--- config.mk ---
export PLATFORM = sky130hd
export DESIGN_NAME = operand_truncation_encoder
export DESIGN_NICKNAME = d
export VERILOG_FILES = /design/src/rtl/operand_truncation_encoder.sv
export SDC_FILE = /design/constraint.sdc
export NUM_CORES = 1
export LEC_CHECK = 0
export ABC_AREA = 1
export ABC_CLOCK_PERIOD_IN_PS = 2000
export CORE_MARGIN = 1
export CORE_UTILIZATION = 35
export CTS_CLUSTER_DIAMETER = 120
export DETAILED_ROUTE_END_ITERATION = 7
export MAX_ROUTING_LAYER = met4
export PLACE_DENSITY = 0.66
export SLEW_MARGIN = 0
export SYNTH_ARGS = -nofsm -noshare
export SYNTH_HDL_FRONTEND = slang
export SYNTH_SLANG_ARGS = --single-unit
--- constraint.sdc ---
create_clock -name clk -period 2 [get_ports clk]
set_input_delay 0.4 -clock clk [delete_from_list [all_inputs] [get_ports clk]]
set_output_delay 0.4 -clock clk [all_outputs]
set_load 0.1 [all_outputs]
--- src/rtl/operand_truncation_encoder.sv ---
// Two-stage operand encoder for the approximate multiplier: stage 1 splits sign/magnitude,
// stage 2 truncates each magnitude to its leading ACCURATE_DW bits and reports the shift.
module operand_truncation_encoder #(
  parameter int A_BW        = 8,
  parameter int B_BW        = 8,
  parameter int ACCURATE_DW = 4,
  parameter int CNT_W       = 16,
  localparam int A_SHW      = $clog2(A_BW),
  localparam int B_SHW      = $clog2(B_BW)
) (
  input  logic                   clk,
  input  logic                   rst_n,
  input  logic                   in_valid,
  output logic                   in_ready,
  input  logic [A_BW-1:0]        a_in,
  input  logic [B_BW-1:0]        b_in,
  output logic                   out_valid,
  input  logic                   out_ready,
  output logic [ACCURATE_DW-1:0] mult_a_out,
  output logic [ACCURATE_DW-1:0] mult_b_out,
  output logic                   i_sign,
  output logic                   w_sign,
  output logic [A_SHW-1:0]       a_shamt,
  output logic [B_SHW-1:0]       b_shamt,
  input  logic                   cnt_clr,
  output logic [CNT_W-1:0]       trunc_count
);

  // Handshake: a pair moves on an edge where valid && ready are both high.
  // A stage loads when it is empty or the stage after it is loading.
  logic w_s1_load;
  logic w_s2_load;
  logic w_out_xfer;
  logic w_trunc_evt;

  logic                   r_s1_valid;
  logic                   r_s1_a_sign;
  logic                   r_s1_b_sign;
  logic [A_BW-1:0]        r_s1_a_mag;
  logic [B_BW-1:0]        r_s1_b_mag;

  logic                   r_s2_valid;
  logic [ACCURATE_DW-1:0] r_mult_a;
  logic [ACCURATE_DW-1:0] r_mult_b;
  logic                   r_i_sign;
  logic                   r_w_sign;
  logic [A_SHW-1:0]       r_a_shamt;
  logic [B_SHW-1:0]       r_b_shamt;
  logic [CNT_W-1:0]       r_cnt;

  logic [A_SHW-1:0]       w_a_shamt;
  logic [B_SHW-1:0]       w_b_shamt;
  logic [A_BW-1:0]        w_a_shifted;
  logic [B_BW-1:0]        w_b_shifted;

  assign w_s2_load  = !r_s2_valid || out_ready;
  assign w_s1_load  = !r_s1_valid || w_s2_load;
  assign in_ready   = w_s1_load;
  assign w_out_xfer = r_s2_valid && out_ready;

  always_ff @(posedge clk or negedge rst_n) begin
    if (!rst_n) begin
      r_s1_valid  <= 1'b0;
      r_s1_a_sign <= 1'b0;
      r_s1_b_sign <= 1'b0;
      r_s1_a_mag  <= '0;
      r_s1_b_mag  <= '0;
    end else if (w_s1_load) begin
      r_s1_valid <= in_valid;
      if (in_valid) begin
        // Unsigned magnitude keeps the most-negative value exact (-128 -> 128).
        r_s1_a_sign <= a_in[A_BW-1] && (a_in != '0);
        r_s1_b_sign <= b_in[B_BW-1] && (b_in != '0);
        r_s1_a_mag  <= a_in[A_BW-1] ? (~a_in + A_BW'(1)) : a_in;
        r_s1_b_mag  <= b_in[B_BW-1] ? (~b_in + B_BW'(1)) : b_in;
      end
    end
  end

  // Leading-one detect: highest set bit at or above ACCURATE_DW sets the shift.
  always_comb begin
    w_a_shamt = '0;
    for (int i = ACCURATE_DW; i < A_BW; i++) begin
      if (r_s1_a_mag[i]) w_a_shamt = A_SHW'(i - (ACCURATE_DW - 1));
    end
    w_a_shifted = r_s1_a_mag >> w_a_shamt;
  end

  always_comb begin
    w_b_shamt = '0;
    for (int i = ACCURATE_DW; i < B_BW; i++) begin
      if (r_s1_b_mag[i]) w_b_shamt = B_SHW'(i - (ACCURATE_DW - 1));
    end
    w_b_shifted = r_s1_b_mag >> w_b_shamt;
  end

  always_ff @(posedge clk or negedge rst_n) begin
    if (!rst_n) begin
      r_s2_valid <= 1'b0;
      r_mult_a   <= '0;
      r_mult_b   <= '0;
      r_i_sign   <= 1'b0;
      r_w_sign   <= 1'b0;
      r_a_shamt  <= '0;
      r_b_shamt  <= '0;
    end else if (w_s2_load) begin
      r_s2_valid <= r_s1_valid;
      if (r_s1_valid) begin
        r_mult_a  <= w_a_shifted[ACCURATE_DW-1:0];
        r_mult_b  <= w_b_shifted[ACCURATE_DW-1:0];
        r_i_sign  <= r_s1_a_sign;
        r_w_sign  <= r_s1_b_sign;
        r_a_shamt <= w_a_shamt;
        r_b_shamt <= w_b_shamt;
      end
    end
  end

  assign w_trunc_evt = w_out_xfer && ((r_a_shamt != '0) || (r_b_shamt != '0));

  // Saturating profile counter; clear wins over a same-cycle event.
  always_ff @(posedge clk or negedge rst_n) begin
    if (!rst_n) begin
      r_cnt <= '0;
    end else if (cnt_clr) begin
      r_cnt <= '0;
    end else if (w_trunc_evt && (r_cnt != '1)) begin
      r_cnt <= r_cnt + CNT_W'(1);
    end
  end

  assign out_valid   = r_s2_valid;
  assign mult_a_out  = r_mult_a;
  assign mult_b_out  = r_mult_b;
  assign i_sign      = r_i_sign;
  assign w_sign      = r_w_sign;
  assign a_shamt     = r_a_shamt;
  assign b_shamt     = r_b_shamt;
  assign trunc_count = r_cnt;

endmodule
==> results of run 1 <==
==> routing by layer <==
metal  vias to the layer above  global-route usage, %  share of wire [%]
met5                         -                      -                  0
met1                      1191                   22.0                 49
met2                        54                   26.6                 47
met4                         0                   5.13                1.3
li1                       1418                      -                  -
met3                         7                   2.74                3.1
==> report_power, final <==
part	switching, mW	leakage [nW]	internal (mW)
combinational	1.27	1.11	0.391
clock	0.347	0.0406	0.244
sequential	0.133	0.640	1.22
total	1.75	1.79	1.86
==> worst max-delay path: cells and delay by family, from the launching register on <==
| family | cells | cell delay [ns] |
|---|---|---|
| AO/OA/AOI/OAI | 1 | 0.13 |
| adder cells (fa/ha/maj) | 1 | 0.19 |
| buffers and inverters | 1 | 0.08 |
| flip-flops | 1 | 0.43 |
| AND/OR/NAND/NOR | 5 | 0.77 |
==> kinds of logic (layout without fill, tap and decap cells) <==
kind of cell,count (synthesis),in the layout
xor gates and xnor gates,11,11
DFF,52,52
and+or+nand+nor,223,223
AOI/OAI and AO/OA,57,57
buffers and inverters,52,113
adders and majority gates,3,3
==> placed cells by master (no fill, tap or decap), types with 2 or more instances in the layout <==
| cell | n |
|---|---|
| a21oi_1 | 9 |
| a31oi_1 | 4 |
| buf_12 | 7 |
| buf_4 | 37 |
| clkbuf_8 | 5 |
| clkdlybuf4s50_1 | 19 |
| dfrtp_1 | 42 |
| dfrtp_2 | 10 |
| ha_1 | 3 |
| inv_1 | 41 |
| nand2_1 | 116 |
| nand2_2 | 6 |
| nand3_1 | 38 |
| nand3b_1 | 4 |
| nand4_1 | 8 |
| nor2_1 | 36 |
| nor2_4 | 4 |
| nor3_1 | 3 |
| o211ai_1 | 4 |
| o21ai_0 | 28 |
| o21ai_2 | 4 |
| o21bai_1 | 6 |
| o22ai_1 | 2 |
| or2_2 | 3 |
| xor2_1 | 10 |
==> final cells by class <==
class | instances | area share [%]
clock buffers | 5 | 1.82
clock inverters | 2 | 0.430
inverters | 42 | 4.16
multi-input cells | 294 | 39.2
flip-flops and latches | 52 | 34.7
well taps | 105 | 3.47
repair buffers | 64 | 16.2
==> metrics by stage <==
stage / setup WS [ns] / area [sq um] / utilization, % / cells
global route: 0.110 / 3790 / 45.8 / 564
detailed placement: 0.107 / 3700 / 44.8 / 557
CTS: 0.246 / 3790 / 45.8 / 564
floorplan: 0.00450 / 3010 / - / 398
finish: 0.262 / 3790 / 45.8 / 564
global placement: 0.164 / 3700 / 44.8 / 557
==> worst max path at each step <==
stage	endpoint	slack, ns	from	cells after the start
floorplan	trunc_count[13]	0.005	trunc_count[3]	9
global placement	r_s1_b_mag[6]	0.16	b_in[0]	8
detailed placement	r_s1_b_mag[6]	0.11	b_in[0]	8
CTS	trunc_count[2]	0.25	trunc_count[0]	8
global route	trunc_count[2]	0.11	trunc_count[0]	9
finish	trunc_count[2]	0.26	trunc_count[0]	8
==> flip-flops by register name (all words and copies together) (netlist names) <==
register     cells
trunc_count     16
r_s1_a_mag       8
r_s1_b_mag       8
mult_a_out       4
mult_b_out       4
a_shamt          3
b_shamt          3
i_sign           1
out_valid        1
r_s1_a_sign      1
r_s1_b_sign      1
r_s1_valid       1
w_sign           1
==> synth_stat cells (all sizes together) <==
library cell / instances
xor2: 10
o211ai: 4
a21oi: 9
nand2: 123
o22ai: 2
clkbuf: 4
clkinv: 1
a31oi: 4
dfrtp: 52
inv: 41
nor3: 3
buf: 6
xnor2: 1
nand3b: 4
nor2: 42
nand3: 39
nand4: 8
ha: 3
and2: 1
or2: 3
o21ai: 32
o21bai: 6
==> out/qor.json, run 1 <==
{
  "status": {"value": "complete, no violations"},
  "finalSetupTns": {"value": 0, "unit": "ns"},
  "slew_violations": {"value": 0},
  "timing.critical_path.to_type": {"value": "flip-flop"},
  "simple_logic_cell_fraction_of_the_synthesized_area": {"value": 33.7, "unit": "%"},
  "min-delay-path-class": {"value": "input port to async pin"},
  "cts.hold.buffers_added": {"value": 0},
  "clkLatencyLatePin": {"value": 0.31, "unit": "ns"},
  "irDropWorstVdd": {"value": 524, "unit": "uV"},
  "drt_pre_antenna_iters": {"value": 4},
  "max_freq": {"value": 575, "unit": "MHz"},
  "synth_top_family_by_area": {"value": "simple AND/OR/NAND/NOR gates"},
  "worstSetupPathType": {"value": "flip-flop to flip-flop"},
  "chipWidth": {"value": 94.4, "unit": "um"},
  "gr_overflow_total": {"value": 0},
  "maxSlewHeadroom": {"value": 66.7, "unit": "%"},
  "grt_start_max_net_pins": {"value": 24},
  "die_area": {"value": 8910, "unit": "sq um"},
  "drt_first_iter_violations": {"value": 162},
  "num_cts_buffers": {"value": 5},
  "tritoncts_num_sinks": {"value": 52},
  "final.hold.worst_slack": {"value": 0.0128, "unit": "ns"},
  "synth_nets": {"value": 422},
  "synth_area_leader_cell": {"value": "dfrtp_1"},
  "clock_tree.root_cell": {"value": "clkbuf_8"},
  "diodes": {"value": 0},
  "io_buf_count": {"value": 54},
  "worst_r2r_startpoint": {"value": "trunc_count[0]"},
  "cp_data_required_time": {"value": 2.18, "unit": "ns"},
  "fraction_of_final_layout_cells_with_drive_strength_greater_than_1": {"value": 18.1, "unit": "%"},
  "cp_cell_sequence": {"value": "ha_1, inv_1, nor2_4, nand2_4, nor2_4, nor2_4, nor2_8, o21ai_0"},
  "row_count": {"value": 33},
  "synth_largest_type_area_fraction": {"value": 43.6, "unit": "%"},
  "place.gp.congestion": {"value": 0.854},
  "area_growth_from_synthesis_to_final_layout": {"value": 26.7, "unit": "%"},
  "synth_area": {"value": 2990, "unit": "sq um"},
  "syn-instance-count": {"value": 398},
  "tightestPinTransition": {"value": 0.499, "unit": "ns"},
  "clock_tree.htree_level_count": {"value": 2},
  "cts.repair_timing.setup_buffer_count": {"value": 0},
  "timing.rr.end": {"value": "trunc_count[2]"},
  "synth.distinct_cells": {"value": 30},
  "post_synthesis_share_of_cell_area_spent_on_xor_and_xnor_gates": {"value": 3.22, "unit": "%"},
  "setup-violations-final": {"value": 0},
  "power-per-cell-area": {"value": 952, "unit": "nW/um^2"},
  "drc": {"value": 0},
  "first_pass_grt_wire_length": {"value": 11400, "unit": "um"},
  "p_leak": {"value": 1.79, "unit": "nW"},
  "worst_case_register_to_register_setup_slack": {"value": 0.26, "unit": "ns"},
  "timing.critical_path.fanout_max": {"value": 22},
  "worst_path_max_delay_cell": {"value": "dfrtp_2"},
  "cpMostUsedCell": {"value": "nor2_4"},
  "synth_adder_area_share": {"value": 1.26, "unit": "%"},
  "fillers": {"value": 840},
  "seq_area_frac_synth": {"value": 43.6, "unit": "%"},
  "syn_area_per_cell": {"value": 7.51, "unit": "sq um"},
  "final_min_period_over_clock_period": {"value": 86.9, "unit": "%"},
  "critPathMaxStageDelay": {"value": 0.43, "unit": "ns"},
  "synth.yosys.warnings": {"value": 0},
  "post-dp-hpwl": {"value": 5140, "unit": "um"},
  "vias": {"value": 2670},
  "first_global_vias": {"value": 2469},
  "ctsResizeCount": {"value": 0},
  "r2r_cells": {"value": 8},
  "tritoncts": {"value": "built"},
  "groute.usage.overall": {"value": 16.8, "unit": "%"},
  "min_period": {"value": 1.74, "unit": "ns"},
  "maxCapViolations": {"value": 0},
  "wirelength": {"value": 6620, "unit": "um"},
  "synth_seq_cells": {"value": 52},
  "multiInputGateArea": {"value": 1490, "unit": "sq um"},
  "netlist_top_cells_area": {"value": "dfrtp_1 (44%), nand2_1 (15%), nand3_1 (6.5%)"},
  "vias_per_cell": {"value": 4.73},
  "pin_count": {"value": 55},
  "die_h": {"value": 94.4, "unit": "um"},
  "hold_violations": {"value": 0},
  "cts_max_path_buffers": {"value": 2},
  "regArea": {"value": 1310, "unit": "sq um"},
  "cp-start-kind": {"value": "flip-flop"},
  "synth-compound-area-share": {"value": 11.1, "unit": "%"},
  "cts.clk_slew.worst_paths": {"value": 0.10, "unit": "ns"},
  "grt_antenna_before_repair": {"value": 0},
  "synthMuxAreaShare": {"value": 0, "unit": "%"},
  "cp_data_arrival_time": {"value": 1.92, "unit": "ns"},
  "ant_nets": {"value": 0},
  "clock_skew": {"value": 0.0109, "unit": "ns"},
  "final_net_count": {"value": 483},
  "finalPower": {"value": 3.61, "unit": "mW"},
  "initial_cell_density_of_the_core": {"value": 36.2, "unit": "%"},
  "rsz_0062_raised_after_global_routing": {"value": "no"},
  "coreArea": {"value": 8260, "unit": "sq um"},
  "detail_route.wl_per_cell": {"value": 11.7, "unit": "um"}
}
(Power assumes the default switching activity.)
==> run 2, diff against run 1 <==
Settings changed: GPL_ROUTABILITY_DRIVEN set to 0.
==> results of run 2 <==
Same layout as run 1: the final DEF is identical, and so are final timing and power.
==> patch 1: new RTL, settings of run 1 <==
`B_BW`: 8 -> 4.
--- a/src/rtl/operand_truncation_encoder.sv
+++ b/src/rtl/operand_truncation_encoder.sv
@@ -2,7 +2,7 @@
 // stage 2 truncates each magnitude to its leading ACCURATE_DW bits and reports the shift.
 module operand_truncation_encoder #(
   parameter int A_BW        = 8,
-  parameter int B_BW        = 8,
+  parameter int B_BW        = 4,
   parameter int ACCURATE_DW = 4,
   parameter int CNT_W       = 16,
   localparam int A_SHW      = $clog2(A_BW),
Interface: changed (resized b_in and b_shamt); port bits go from 55 to 50. The function was not compared with the original's and may differ.
==> patch 1 against run 1 <==
- clock power increased by 20%
- power decreased by 13%
- via count decreased by 15%
- routed wire length decreased by 18%
- sequential cell count decreased by 7
- design area decreased by 16%
- first-iteration DRC count decreased by 43%
- worst setup slack got worse by 0.091 ns
- area after synthesis decreased by 17%
==> patch 1: results (changes against run 1) <==
<table>
<tr><th>Metric</th><th>Value</th></tr>
<tr><th colspan="2">Critical path</th></tr>
<tr><td>Maximum fanout along the worst path</td><td>12 (was 22)</td></tr>
<tr><td>Arrival time reported for the critical path endpoint</td><td>2.05 ns (was 1.92 ns)</td></tr>
<tr><th colspan="2">Pwr</th></tr>
<tr><td>Sw Ratio</td><td>0.448 (was 0.485)</td></tr>
<tr><td>Leak</td><td>1.45 nW (was 1.79 nW)</td></tr>
<tr><td>Max VDD drop</td><td>454 uV (was 524 uV)</td></tr>
<tr><th colspan="2">Global route</th></tr>
<tr><td>Vias in the first global route</td><td>2,140 (was 2,469)</td></tr>
<tr><td>Global-route wire length before repair</td><td>9480 microns (was 11,400 microns)</td></tr>
<tr><td>Met3 demand-to-capacity share in global routing</td><td>0.0327 (was 0.0274)</td></tr>
<tr><td>Maximum number of pins on one net before global-route repair</td><td>46 (was 24)</td></tr>
<tr><td>Combined global-route utilization of all metal layers</td><td>0.164 (was 0.168)</td></tr>
<tr><td>Met1 capacity usage during global routing</td><td>0.203 (was 0.220)</td></tr>
<tr><th colspan="2">Routing</th></tr>
<tr><td>Routed vias</td><td>2,263 (was 2,670)</td></tr>
<tr><td>Met1 layer wirelength in the final routing</td><td>2560 microns (was 3230 microns)</td></tr>
<tr><td>Wire length per cell</td><td>11.5 microns (was 11.7 microns)</td></tr>
<tr><th colspan="2">Cells and area</th></tr>
<tr><td>Number of nets in the layout</td><td>398 (was 483)</td></tr>
<tr><td>Number of filler cells placed in the layout</td><td>675 (was 840)</td></tr>
<tr><th colspan="2">Placed design</th></tr>
<tr><td>Port Buffers</td><td>47 (was 54)</td></tr>
<tr><td>Dpl cell area</td><td>3040 sq um (was 3700 sq um)</td></tr>
<tr><td>Cell count after placement</td><td>466 (was 557)</td></tr>
<tr><td>DP HPWL</td><td>4070 microns (was 5140 microns)</td></tr>
<tr><th colspan="2">Synthesis</th></tr>
<tr><td>Most used standard cells in the synthesized netlist</td><td>nand2_1, dfrtp_1, nand3_1 (was nand2_1, dfrtp_1, inv_1)</td></tr>
<tr><td>Instance count of the mapped netlist</td><td>329 (was 398)</td></tr>
<tr><td>Seq/Total Area, Yosys</td><td>0.455 (was 0.436)</td></tr>
<tr><td>Netlist cell types</td><td>25 (was 30)</td></tr>
<tr><th colspan="2">Timing</th></tr>
<tr><td>Tightest Pin Transition</td><td>0.553 ns (was 0.499 ns)</td></tr>
<tr><th colspan="2">Clock tree</th></tr>
<tr><td>Worst-Skew Late Latency</td><td>0.29 ns (was 0.31 ns)</td></tr>
<tr><td>Clock slew seen by the registers of the worst setup and hold paths</td><td>0.08 ns (was 0.10 ns)</td></tr>
<tr><th colspan="2">Status</th></tr>
<tr><td>Result of the run</td><td>complete, no violations (unchanged)</td></tr>
</table>
==> patch 1: cell count changes in the layout (fill, tap and decap cells not counted), sizes merged, moves of 4 or more <==
cell,delta
nand3,-4
o211ai,-4
nand2,-14
a21oi,-5
nor2,-13
dfrtp,-7
a31oi,-4
inv,-12
clkdlybuf4s50,-4
buf,-10
==> patch 1: critical path, stage by stage (launching register included) <==
cell	delay [ns]
dfrtp_2	0.44
ha_1	0.27
inv_1	0.09
nor2_2	0.15
nand2_1	0.09
nor2_2	0.16
nor2_4	0.10
nor2_4	0.28
nand2_1	0.08
o21ai_1	0.08
==> patch 1: cells by family (layout without fill, tap and decap cells) <==
kind of cell / after synthesis / count (layout) / share of synthesized area
AND/OR/NAND/NOR: 188 / 189 / 0.333
other: 1 / 2 / 0.00152
AO/OA/AOI/OAI: 43 / 43 / 0.0956
buffers and inverters: 41 / 89 / 0.0713
XOR/XNOR: 8 / 8 / 0.0283
flip-flops: 45 / 45 / 0.455
adder cells (fa/ha/maj): 3 / 3 / 0.0152
==> patch 1: path summary, 6_finish.rpt <==
kind | start | endpoint | slack, ns | cells after the start
worst max register to register | trunc_count[0]$_DFFE_PN0P_ | trunc_count[8]$_DFFE_PN0P_ | 0.17 | 9
min in group clk | mult_b_out[2]$_DFFE_PN0P_ | mult_b_out[2]$_DFFE_PN0P_ | 0.49 | 2
worst min register to register | mult_b_out[2]$_DFFE_PN0P_ | mult_b_out[2]$_DFFE_PN0P_ | 0.49 | 2
worst min-delay path | rst_n | trunc_count[13]$_DFFE_PN0P_ | 0.18 | 2
worst max-delay path | trunc_count[0]$_DFFE_PN0P_ | trunc_count[8]$_DFFE_PN0P_ | 0.17 | 9
max in group asynchronous | rst_n | trunc_count[7]$_DFFE_PN0P_ | 1.41 | 2
==> patch 1: power groups by stage <==
stage | registers (W) | logic (W) | clock network (W)
2_1_floorplan | 0.00179 | 0.000342 | 0
3_3_place_gp | 0.00116 | 0.00128 | 0
3_5_place_dp | 0.00116 | 0.00129 | 0
4_1_cts | 0.00115 | 0.00129 | 0.000743
5_1_grt | 0.00116 | 0.00137 | 0.000770
6_report | 0.00115 | 0.00129 | 0.000713
==> patch 1: metrics by stage <==
step                 util  power, W
global placement    0.447   0.00244
CTS                 0.465   0.00318
floorplan               -   0.00213
global route        0.467   0.00330
finish              0.467   0.00314
detailed placement  0.447   0.00245
==> patch 1: area by class of cell <==
cell class	count	area share
inverters	31	0.0367
well taps	96	0.0379
clock buffers	6	0.0260
flip-flops and latches	45	0.360
repair buffers	50	0.149
clock inverters	2	0.0118
multi-input cells	245	0.378
==> patch 1: what timing repair did <==
item / CTS / global route
setup buffers: 0 / 0
endpoints found under the setup margin: 0 / 8
resized for setup: 0 / 0
==> patch 2: new RTL, config.mk and constraints of run 1 <==
Without the edit above. Register the output `trunc_count` once more, with the module's reset; this adds one clock of latency there. The other outputs are not delayed to match.
--- a/src/rtl/operand_truncation_encoder.sv
+++ b/src/rtl/operand_truncation_encoder.sv
@@ -136,6 +136,12 @@
   assign w_sign      = r_w_sign;
   assign a_shamt     = r_a_shamt;
   assign b_shamt     = r_b_shamt;
-  assign trunc_count = r_cnt;
+  always_ff @(posedge clk or negedge rst_n) begin
+    if (!rst_n) begin
+      trunc_count <= '0;
+    end else begin
+      trunc_count <= r_cnt;
+    end
+  end
 
 endmodule
Behaviour: not the same (a bounded check fails within 4 cycles, from zero or initial values and one cycle with rst_n low).
==> patch 2 against run 1 <==
- hold slack worse by 0.0074 ns
- worst setup slack worse by 0.011 ns
- synthesized cell count is 4.3% higher
- area after synthesis is 11% higher
- non-clock buffer count is 4 higher
- design area is 11% higher
- routed wire length is 7.4% higher
- critical path depth is 2 higher
- power is 20% higher
- sequential share of layout area is 5.9 points higher
- sequential cell count is 16 higher
- critical path type unchanged
==> patch 2: results (changes against run 1) <==
<table>
<tr><th>Metric</th><th>Value</th></tr>
<tr><th colspan="2">Placed design</th></tr>
<tr><td>RD Place Congestion</td><td>0.897 (was 0.854)</td></tr>
<tr><td>DP HPWL</td><td>5500 microns (was 5140 microns)</td></tr>
<tr><th colspan="2">Cells and area</th></tr>
<tr><td>Count of flip-flops and latches</td><td>68 (was 52)</td></tr>
<tr><td>Multi-input logic cell count</td><td>302 (was 294)</td></tr>
<tr><td>Non-Clock Inverter Count</td><td>36 (was 42)</td></tr>
<tr><td>Number of cells in the finished layout apart from fillers</td><td>601 (was 564)</td></tr>
<tr><td>Multi-input logic area</td><td>1450 sq um (was 1490 sq um)</td></tr>
<tr><td>Number of filler cells placed in the layout</td><td>909 (was 840)</td></tr>
<tr><th colspan="2">Global route</th></tr>
<tr><td>Vias in the first global route</td><td>2,819 (was 2,469)</td></tr>
<tr><td>Maximum number of pins on one net before global-route repair</td><td>34 (was 24)</td></tr>
<tr><td>Combined global-route utilization of all metal layers</td><td>0.165 (was 0.168)</td></tr>
<tr><th colspan="2">Synthesis</th></tr>
<tr><td>Synth area leaders</td><td>dfrtp_1, nand2_1, nor2_1 (was dfrtp_1, nand2_1, nand3_1)</td></tr>
<tr><td>Most used standard cells in the synthesized netlist</td><td>nand2_1, dfrtp_1, nor2_1 (was nand2_1, dfrtp_1, inv_1)</td></tr>
<tr><td>Seq/Total Area, Yosys</td><td>0.513 (was 0.436)</td></tr>
<tr><th colspan="2">Timing</th></tr>
<tr><td>Worst slew slack as a fraction of its limit</td><td>0.687 (was 0.667)</td></tr>
<tr><td>Setup clock skew after layout</td><td>0.0116 ns (was 0.0109 ns)</td></tr>
<tr><th colspan="2">Routing</th></tr>
<tr><td>Met1 layer wirelength in the final routing</td><td>3250 microns (was 3230 microns)</td></tr>
<tr><th colspan="2">Status</th></tr>
<tr><td>Result of the run</td><td>complete, no violations (unchanged)</td></tr>
<tr><th colspan="2">Critical path</th></tr>
<tr><td>Worst setup path endpoint</td><td>r_cnt[10]$_DFFE_PN0P_ (was trunc_count[2]$_DFFE_PN0P_)</td></tr>
<tr><td>Max stage delay cell, worst path</td><td>dfrtp_1 (was dfrtp_2)</td></tr>
<tr><td>Source of the worst register-to-register timing path</td><td>r_cnt[0]$_DFFE_PN0P_ (was trunc_count[0]$_DFFE_PN0P_)</td></tr>
<tr><th colspan="2">Clock tree</th></tr>
<tr><td>Worst-Skew Late Latency</td><td>0.33 ns (was 0.31 ns)</td></tr>
<tr><td>Number of buffers created by CTS</td><td>9 (was 5)</td></tr>
<tr><th colspan="2">Pwr</th></tr>
<tr><td>Leak</td><td>2.03 nW (was 1.79 nW)</td></tr>
<tr><td>Max VDD drop</td><td>683 uV (was 524 uV)</td></tr>
</table>
patch 2: cell families (layout without fill, tap and decap cells):
logic type	count (synthesis)	count (layout)	synth area share
AOI/OAI and AO/OA	52	52	0.0902
buffers and inverters	45	120	0.0536
and+or+nand+nor	237	237	0.305
DFF	68	68	0.513
xor gates and xnor gates	10	10	0.0264
adders and majority gates	3	3	0.0113
patch 2: stage by stage:
step | hold WS (ns) | util | instance area [sq um] | setup slack [ns] | total power (W)
4_1_cts | 0.00263 | 0.454 | 4180 | 0.123 | 0.00437
2_1_floorplan | 0.104 | - | 3330 | 0.0345 | 0.00293
5_1_grt | 0.0177 | 0.456 | 4200 | 0.0467 | 0.00458
3_3_place_gp | 0.366 | 0.435 | 4000 | 0.174 | 0.00335
3_5_place_dp | 0.371 | 0.435 | 4000 | 0.153 | 0.00336
6_report | 0.00540 | 0.456 | 4200 | 0.251 | 0.00433
